File: src/rtl/ula_sequencer_pkg.sv
`default_nettype none
// ============================================================================
// Module      : ula_sequencer_pkg
// Description : Shared types, constants and bit-level helpers for ula_sequencer.
// Revision    : 1.0  initial release
// ============================================================================
package ula_sequencer_pkg;

    typedef enum logic [1:0] {
        OP_ADD = 2'b00,
        OP_SUB = 2'b01,
        OP_MUL = 2'b10,
        OP_NOP = 2'b11
    } op_e;

    typedef enum logic [2:0] {
        ST_IDLE     = 3'd0,
        ST_EXEC     = 3'd1,
        ST_MUL_ITER = 3'd2,
        ST_MUL_FIX  = 3'd3,
        ST_DONE     = 3'd4
    } state_e;

    localparam int          MUL_ITERS   = 8;
    localparam logic [2:0]  C_LAST_ITER = 3'(MUL_ITERS - 1);

    // Magnitude without an adder: two's-complement negate keeps bits up to and
    // including the lowest set bit and inverts everything above it.
    function automatic logic [7:0] mag8(input logic [7:0] x);
        logic seen;
        mag8 = x;
        seen = 1'b0;
        if (x[7]) begin
            for (int i = 0; i < 8; i++) begin
                if (seen) mag8[i] = ~x[i];
                if (x[i]) seen = 1'b1;
            end
        end
    endfunction

    function automatic logic [2:0] inc3(input logic [2:0] x);
        return {x[2] ^ (x[1] & x[0]), x[1] ^ x[0], ~x[0]};
    endfunction

endpackage
`default_nettype wire

File: src/rtl/ula_sequencer_if.sv
`default_nettype none
// ============================================================================
// Module      : ula_sequencer_if
// Description : Request/result handshake bundle for ula_sequencer.
// Revision    : 1.0  initial release
// ============================================================================
interface ula_sequencer_if;
    logic        in_valid;
    logic        in_ready;
    logic [1:0]  op;
    logic [7:0]  a;
    logic [7:0]  b;
    logic        out_valid;
    logic        out_ready;
    logic [15:0] result;
    logic        sign_flag;
    logic        zero_flag;

    modport master (
        output in_valid, op, a, b, out_ready,
        input  in_ready, out_valid, result, sign_flag, zero_flag
    );

    modport slave (
        input  in_valid, op, a, b, out_ready,
        output in_ready, out_valid, result, sign_flag, zero_flag
    );
endinterface
`default_nettype wire

File: src/rtl/rca_sixteen_bits.sv
`default_nettype none
// ============================================================================
// Module      : rca_sixteen_bits
// Description : 16-bit ripple-carry adder built from full-adder cells.
// Revision    : 1.0  initial release
// ============================================================================
module rca_sixteen_bits (
    input  wire logic [15:0] i_a,
    input  wire logic [15:0] i_b,
    input  wire logic        i_cin,
    output logic      [15:0] o_sum
);
    logic [15:0] w_c;

    assign w_c[0] = i_cin;

    for (genvar i = 0; i < 16; i++) begin : g_fa
        assign o_sum[i] = i_a[i] ^ i_b[i] ^ w_c[i];
        if (i < 15) begin : g_carry
            assign w_c[i+1] = (i_a[i] & i_b[i]) | (w_c[i] & (i_a[i] ^ i_b[i]));
        end
    end
endmodule
`default_nettype wire

File: src/rtl/ula_sequencer.sv
`default_nettype none
// ============================================================================
// Module      : ula_sequencer
// Description : Sequenced ADD/SUB/NOP/signed-MUL unit sharing one 16-bit adder.
// Revision    : 1.0  initial release
// ============================================================================
module ula_sequencer
    import ula_sequencer_pkg::*;
(
    input  wire logic       clk,
    input  wire logic       reset,
    ula_sequencer_if.slave  bus
);
    state_e      r_state, w_next;
    op_e         r_op;
    logic [7:0]  r_a, r_b, r_mplier;
    logic [15:0] r_mcand, r_acc, r_result;
    logic [2:0]  r_cnt;
    logic        r_neg, r_sign, r_zero;
    logic [15:0] w_add_a, w_add_b, w_sum;
    logic        w_cin, w_accept;

    assign bus.in_ready  = (r_state == ST_IDLE) && !reset;
    assign bus.out_valid = (r_state == ST_DONE);
    assign bus.result    = r_result;
    assign bus.sign_flag = r_sign;
    assign bus.zero_flag = r_zero;
    assign w_accept      = bus.in_valid && bus.in_ready;

    rca_sixteen_bits u_adder (
        .i_a   (w_add_a),
        .i_b   (w_add_b),
        .i_cin (w_cin),
        .o_sum (w_sum)
    );

    always_ff @(posedge clk or posedge reset) begin
        if (reset) r_state <= ST_IDLE;
        else       r_state <= w_next;
    end

    always_comb begin
        w_next = r_state;
        case (r_state)
            ST_IDLE:     if (w_accept) w_next = (op_e'(bus.op) == OP_MUL) ? ST_MUL_ITER : ST_EXEC;
            ST_EXEC:     w_next = ST_DONE;
            ST_MUL_ITER: if (r_cnt == C_LAST_ITER) w_next = ST_MUL_FIX;
            ST_MUL_FIX:  w_next = ST_DONE;
            ST_DONE:     if (bus.out_ready) w_next = ST_IDLE;
            default:     w_next = ST_IDLE;
        endcase
    end

    // Shared adder operand selection; NOP leaves all operands zero.
    always_comb begin
        w_add_a = 16'h0000;
        w_add_b = 16'h0000;
        w_cin   = 1'b0;
        case (r_state)
            ST_EXEC: begin
                case (r_op)
                    OP_ADD: begin
                        w_add_a = {{8{r_a[7]}}, r_a};
                        w_add_b = {{8{r_b[7]}}, r_b};
                    end
                    OP_SUB: begin
                        w_add_a = {{8{r_a[7]}}, r_a};
                        w_add_b = ~{{8{r_b[7]}}, r_b};
                        w_cin   = 1'b1;
                    end
                    default: ;
                endcase
            end
            ST_MUL_ITER: begin
                w_add_a = r_acc;
                w_add_b = r_mplier[0] ? r_mcand : 16'h0000;
            end
            ST_MUL_FIX: begin
                if (r_neg && (r_acc != 16'h0000)) begin
                    w_add_a = ~r_acc;
                    w_cin   = 1'b1;
                end else begin
                    w_add_a = r_acc;
                end
            end
            default: ;
        endcase
    end

    always_ff @(posedge clk or posedge reset) begin
        if (reset) begin
            r_op     <= OP_ADD;
            r_a      <= 8'h00;
            r_b      <= 8'h00;
            r_mplier <= 8'h00;
            r_mcand  <= 16'h0000;
            r_acc    <= 16'h0000;
            r_cnt    <= 3'd0;
            r_neg    <= 1'b0;
            r_result <= 16'h0000;
            r_sign   <= 1'b0;
            r_zero   <= 1'b0;
        end else begin
            case (r_state)
                ST_IDLE: begin
                    if (w_accept) begin
                        r_op     <= op_e'(bus.op);
                        r_a      <= bus.a;
                        r_b      <= bus.b;
                        r_acc    <= 16'h0000;
                        r_mcand  <= {8'h00, mag8(bus.a)};
                        r_mplier <= mag8(bus.b);
                        r_neg    <= bus.a[7] ^ bus.b[7];
                        r_cnt    <= 3'd0;
                    end
                end
                ST_MUL_ITER: begin
                    r_acc    <= w_sum;
                    r_mcand  <= {r_mcand[14:0], 1'b0};
                    r_mplier <= {1'b0, r_mplier[7:1]};
                    r_cnt    <= inc3(r_cnt);
                end
                ST_EXEC, ST_MUL_FIX: begin
                    r_result <= w_sum;
                    r_sign   <= w_sum[15];
                    r_zero   <= (w_sum == 16'h0000);
                end
                default: ;
            endcase
        end
    end
endmodule
`default_nettype wire

File: src/flat_wrapper.sv
// flat-port wrapper written by rule: the top's interface ports become plain ports
module ula_sequencer_flat import ula_sequencer_pkg::*;
  (clk, reset, bus_in_valid, bus_op, bus_a, bus_b, bus_out_ready, bus_in_ready, bus_out_valid, bus_result, bus_sign_flag, bus_zero_flag);
  ula_sequencer_if bus_i ();
  input  wire logic clk;
  input  wire logic reset;
  input wire logic [$bits(bus_i.in_valid)-1:0] bus_in_valid;
  input wire logic [$bits(bus_i.op)-1:0] bus_op;
  input wire logic [$bits(bus_i.a)-1:0] bus_a;
  input wire logic [$bits(bus_i.b)-1:0] bus_b;
  input wire logic [$bits(bus_i.out_ready)-1:0] bus_out_ready;
  output wire logic [$bits(bus_i.in_ready)-1:0] bus_in_ready;
  output wire logic [$bits(bus_i.out_valid)-1:0] bus_out_valid;
  output wire logic [$bits(bus_i.result)-1:0] bus_result;
  output wire logic [$bits(bus_i.sign_flag)-1:0] bus_sign_flag;
  output wire logic [$bits(bus_i.zero_flag)-1:0] bus_zero_flag;
  assign bus_i.in_valid = bus_in_valid;
  assign bus_i.op = bus_op;
  assign bus_i.a = bus_a;
  assign bus_i.b = bus_b;
  assign bus_i.out_ready = bus_out_ready;
  assign bus_in_ready = bus_i.in_ready;
  assign bus_out_valid = bus_i.out_valid;
  assign bus_result = bus_i.result;
  assign bus_sign_flag = bus_i.sign_flag;
  assign bus_zero_flag = bus_i.zero_flag;
  ula_sequencer u_core (.clk(clk), .reset(reset), .bus(bus_i));
endmodule
File: config.mk
export PLATFORM = sky130hd
export DESIGN_NAME = ula_sequencer_flat
export DESIGN_NICKNAME = d
export VERILOG_FILES = /design/src/rtl/ula_sequencer_pkg.sv /design/src/rtl/ula_sequencer_if.sv /design/src/rtl/rca_sixteen_bits.sv /design/src/rtl/ula_sequencer.sv /design/src/flat_wrapper.sv
export SDC_FILE = /design/constraint.sdc
export NUM_CORES = 1
export LEC_CHECK = 0
export ABC_AREA = 1
export CORE_UTILIZATION = 45
export CTS_BUF_LIST = sky130_fd_sc_hd__clkbuf_16
export DETAILED_ROUTE_END_ITERATION = 8
export DONT_BUFFER_PORTS = 1
export GPL_ROUTABILITY_DRIVEN = 0
export PLACE_DENSITY = 0.7
export SYNTH_ARGS = -nofsm -noshare
export SYNTH_HDL_FRONTEND = slang
export SYNTH_SLANG_ARGS = --single-unit
File: constraint.sdc
create_clock -name clk -period 8.89 [get_ports clk]
set_input_delay 2.2225 -clock clk [delete_from_list [all_inputs] [get_ports clk]]
set_output_delay 2.2225 -clock clk [all_outputs]
set_load 0.005 [all_outputs]
==> results.json <==
{
  "wire_per_inst_um": 15.0,
  "cts_sinks": 82,
  "start_util_pct": 46.3,
  "cp.arrival_ps": 8100,
  "io_pins": 42,
  "dr.pass1.iters": 4,
  "die_w_um": 102,
  "hp-class": "reg -> reg",
  "areaGrowthSynthToFinish_pct": 7.66,
  "worstReg2RegStart": "u_core.r_state[0]$_DFFE_PP0P_",
  "fin_tns_setup_ps": 0,
  "rows": 36,
  "grt_antenna_before_repair": 0,
  "crit_top_cell": "fa_1",
  "cts-hold-fix-buffers": 0,
  "core_um2": 9730,
  "vias_per_cell": 5.31,
  "p_leak_nw": 2.38,
  "htree_levels": 3,
  "vias": 3500,
  "drv_cap": 0,
  "worst_ir_drop_vdd_mv": 0.156,
  "fmax_mhz": 127,
  "synth_most_common_cell": "nand2_1",
  "place_ws_ps": 1060,
  "crit_cells": 30,
  "path_buf_inv": 4,
  "whs_path_depth": 2,
  "synth_edf_count": 0,
  "synth-async-reset-ratio_pct": 100,
  "design_area_um2": 4850,
  "yosys_warnings": 0,
  "dp_cells": 643,
  "dieArea_um2": 10400,
  "post_cts_resize_count": 0,
  "rsz0062_at_grt": "false",
  "finalCriticalPeriod_ps": 7870,
  "syn_area_per_cell_um2": 8.52,
  "synth.distinct_cells": 30,
  "nets": 572,
  "overflow": 0,
  "hold_start": "u_core.r_mcand[8]$_DFFE_PP0P_",
  "worst_slew_margin_rel_pct": 32.4,
  "r2r_setup_slack_ps": 1020,
  "maxSlewViolCount": 0,
  "fillers": 958,
  "synth-seq-cells": 82,
  "drive_gt1_share_pct": 5.32,
  "setup_violations": 0,
  "syn_nets": 580,
  "yosysTopAreaCell": "dfrtp_1",
  "tritoncts": "done",
  "grt_pass1_wl_mm": 17.0,
  "critPathTopFamily": "adder cells",
  "r2r_end": "u_core.bus.zero_flag$_DFFE_PP0P_",
  "reg2reg_depth": 30,
  "final_hold_viol_count": 0,
  "dp_hpwl_mm": 7.15,
  "worst_slew_pin_slew_ps": 1010,
  "required_ps": 9120,
  "fin_skew_ps": 7.64,
  "root_buffer": "clkbuf_16",
  "wirelength_mm": 9.89,
  "period_share_pct": 88.5,
  "start_kind": "flop",
  "final_cells": 659,
  "slowest_stage": "dfrtp_1",
  "cts.clk_slew.worst_paths_ps": 60,
  "setup_ws_ps": 1020,
  "crit_path_max_incr_delay_ps": 470,
  "powerDensity_nw_per_um2": 321,
  "critPathMaxFanout": 34,
  "status": "complete, no violations",
  "place_area_um2": 4590,
  "grt_max_degree": 83,
  "fin_util_pct": 49.9,
  "numPortBuffers": 0,
  "syn_inst": 529,
  "synth_top_area_share_pct": 45.5,
  "netlist_top_cells_area": "dfrtp_1 (46%), nand2_1 (11%), o21ai_0 (7.1%)",
  "cts_buffers": 9,
  "clk_path_buf_depth": 2,
  "clock_latency_ps": 340,
  "min_to": "u_core.r_mcand[8]$_DFFE_PP0P_",
  "syn_area_um2": 4510,
  "crit_path_end_kind": "flop",
  "grt.total_usage_pct": 21.6,
  "ys_seq_area_share_pct": 45.5,
  "synth_commonest_cells": "nand2_1 (128), inv_1 (84), dfrtp_1 (82), o21ai_0 (64), nor2_1 (26)",
  "die_h_um": 102,
  "cts_setup_buffers": 0,
  "ant_nets": 0,
  "first_iter_violations": 209,
  "crit_type": "reg -> reg",
  "drc": 0,
  "antenna_cells": 0,
  "grt_pass1_vias": 3529,
  "ys.flop_type": "dfrtp_1"
}
worst max path at each step:
stage	start	end	slack, ps
after CTS	u_core.r_state[0]$_DFFE_PP0P_	u_core.bus.zero_flag$_DFFE_PP0P_	1030
after detailed placement	u_core.r_state[0]$_DFFE_PP0P_	u_core.bus.zero_flag$_DFFE_PP0P_	1060
final	u_core.r_state[0]$_DFFE_PP0P_	u_core.bus.zero_flag$_DFFE_PP0P_	1020
after global placement	u_core.r_state[0]$_DFFE_PP0P_	u_core.bus.zero_flag$_DFFE_PP0P_	1220
after floorplan	u_core.r_state[0]$_DFFE_PP0P_	u_core.bus.zero_flag$_DFFE_PP0P_	1660
after global routing	u_core.r_state[0]$_DFFE_PP0P_	u_core.bus.zero_flag$_DFFE_PP0P_	570
routing by layer:
layer	routed length, um	track usage, %	vias to the layer above	share of wire [%]
met1	4660	29.0	1668	47
li1	-	-	1730	-
met3	662	6.70	14	6.7
met5	0	0	-	0
met4	158	6.81	0	1.6
met2	4410	33.7	88	45
cells by family after synthesis:
logic type,Yosys count,synth area share (%)
compound gates,124,17.1
buf+inv,108,9.44
flops,82,45.5
fa+ha+maj,29,10.5
simple gates,186,17.4
state kept, by name (all words and copies together) (netlist names):
signal / cells
u_core.r_state: 3
u_core.bus.result: 16
u_core.r_b: 8
u_core.r_mplier: 8
u_core.r_a: 8
u_core.r_cnt: 3
u_core.bus.zero_flag: 1
u_core.r_acc: 16
u_core.r_neg: 1
u_core.r_mcand: 16
u_core.r_op: 2
per-stage QoR:
step	power (mW)	hold WS, ps
after floorplan	1.08	442
after global placement	1.21	456
after detailed placement	1.23	461
after CTS	1.56	475
after global routing	1.70	495
final	1.56	473
layout make-up:
| cell class | instances | area [um^2] | area share [%] |
|---|---|---|---|
| clock buffer | 9 | 225 | 4.64 |
| clock inverter | 7 | 36.3 | 0.748 |
| inverter | 87 | 328 | 6.76 |
| multi-input combinational | 339 | 2030 | 41.8 |
| sequential | 82 | 2050 | 42.3 |
| tap | 133 | 166 | 3.43 |
| timing repair buffer | 2 | 15.0 | 0.309 |
power breakdown:
group          switching (mW)  internal, mW  leakage, nW
clock                   0.147         0.185        0.124
sequential              0.102         0.520         1.07
combinational           0.411         0.192         1.19
total                   0.660         0.897         2.38
worst min-delay path, stage by stage, from the launching register on:
cell and delay [ps]:
dfrtp_1 340, nand2_1 50, nand2_1 50
layout by cell type, fill, tap and decap left out, types with 9 or more instances in the layout:
cell / netlist / layout
nor2_1: 26 / 26
nand2_1: 128 / 128
inv_1: 84 / 83
nand3_1: 12 / 12
o211ai_1: 15 / 15
ha_1: 14 / 14
o22ai_1: 22 / 22
clkbuf_16: 0 / 9
o21ai_0: 64 / 64
dfrtp_1: 82 / 82
o221ai_1: 9 / 9
fa_1: 15 / 15
(Power assumes the default switching activity.)
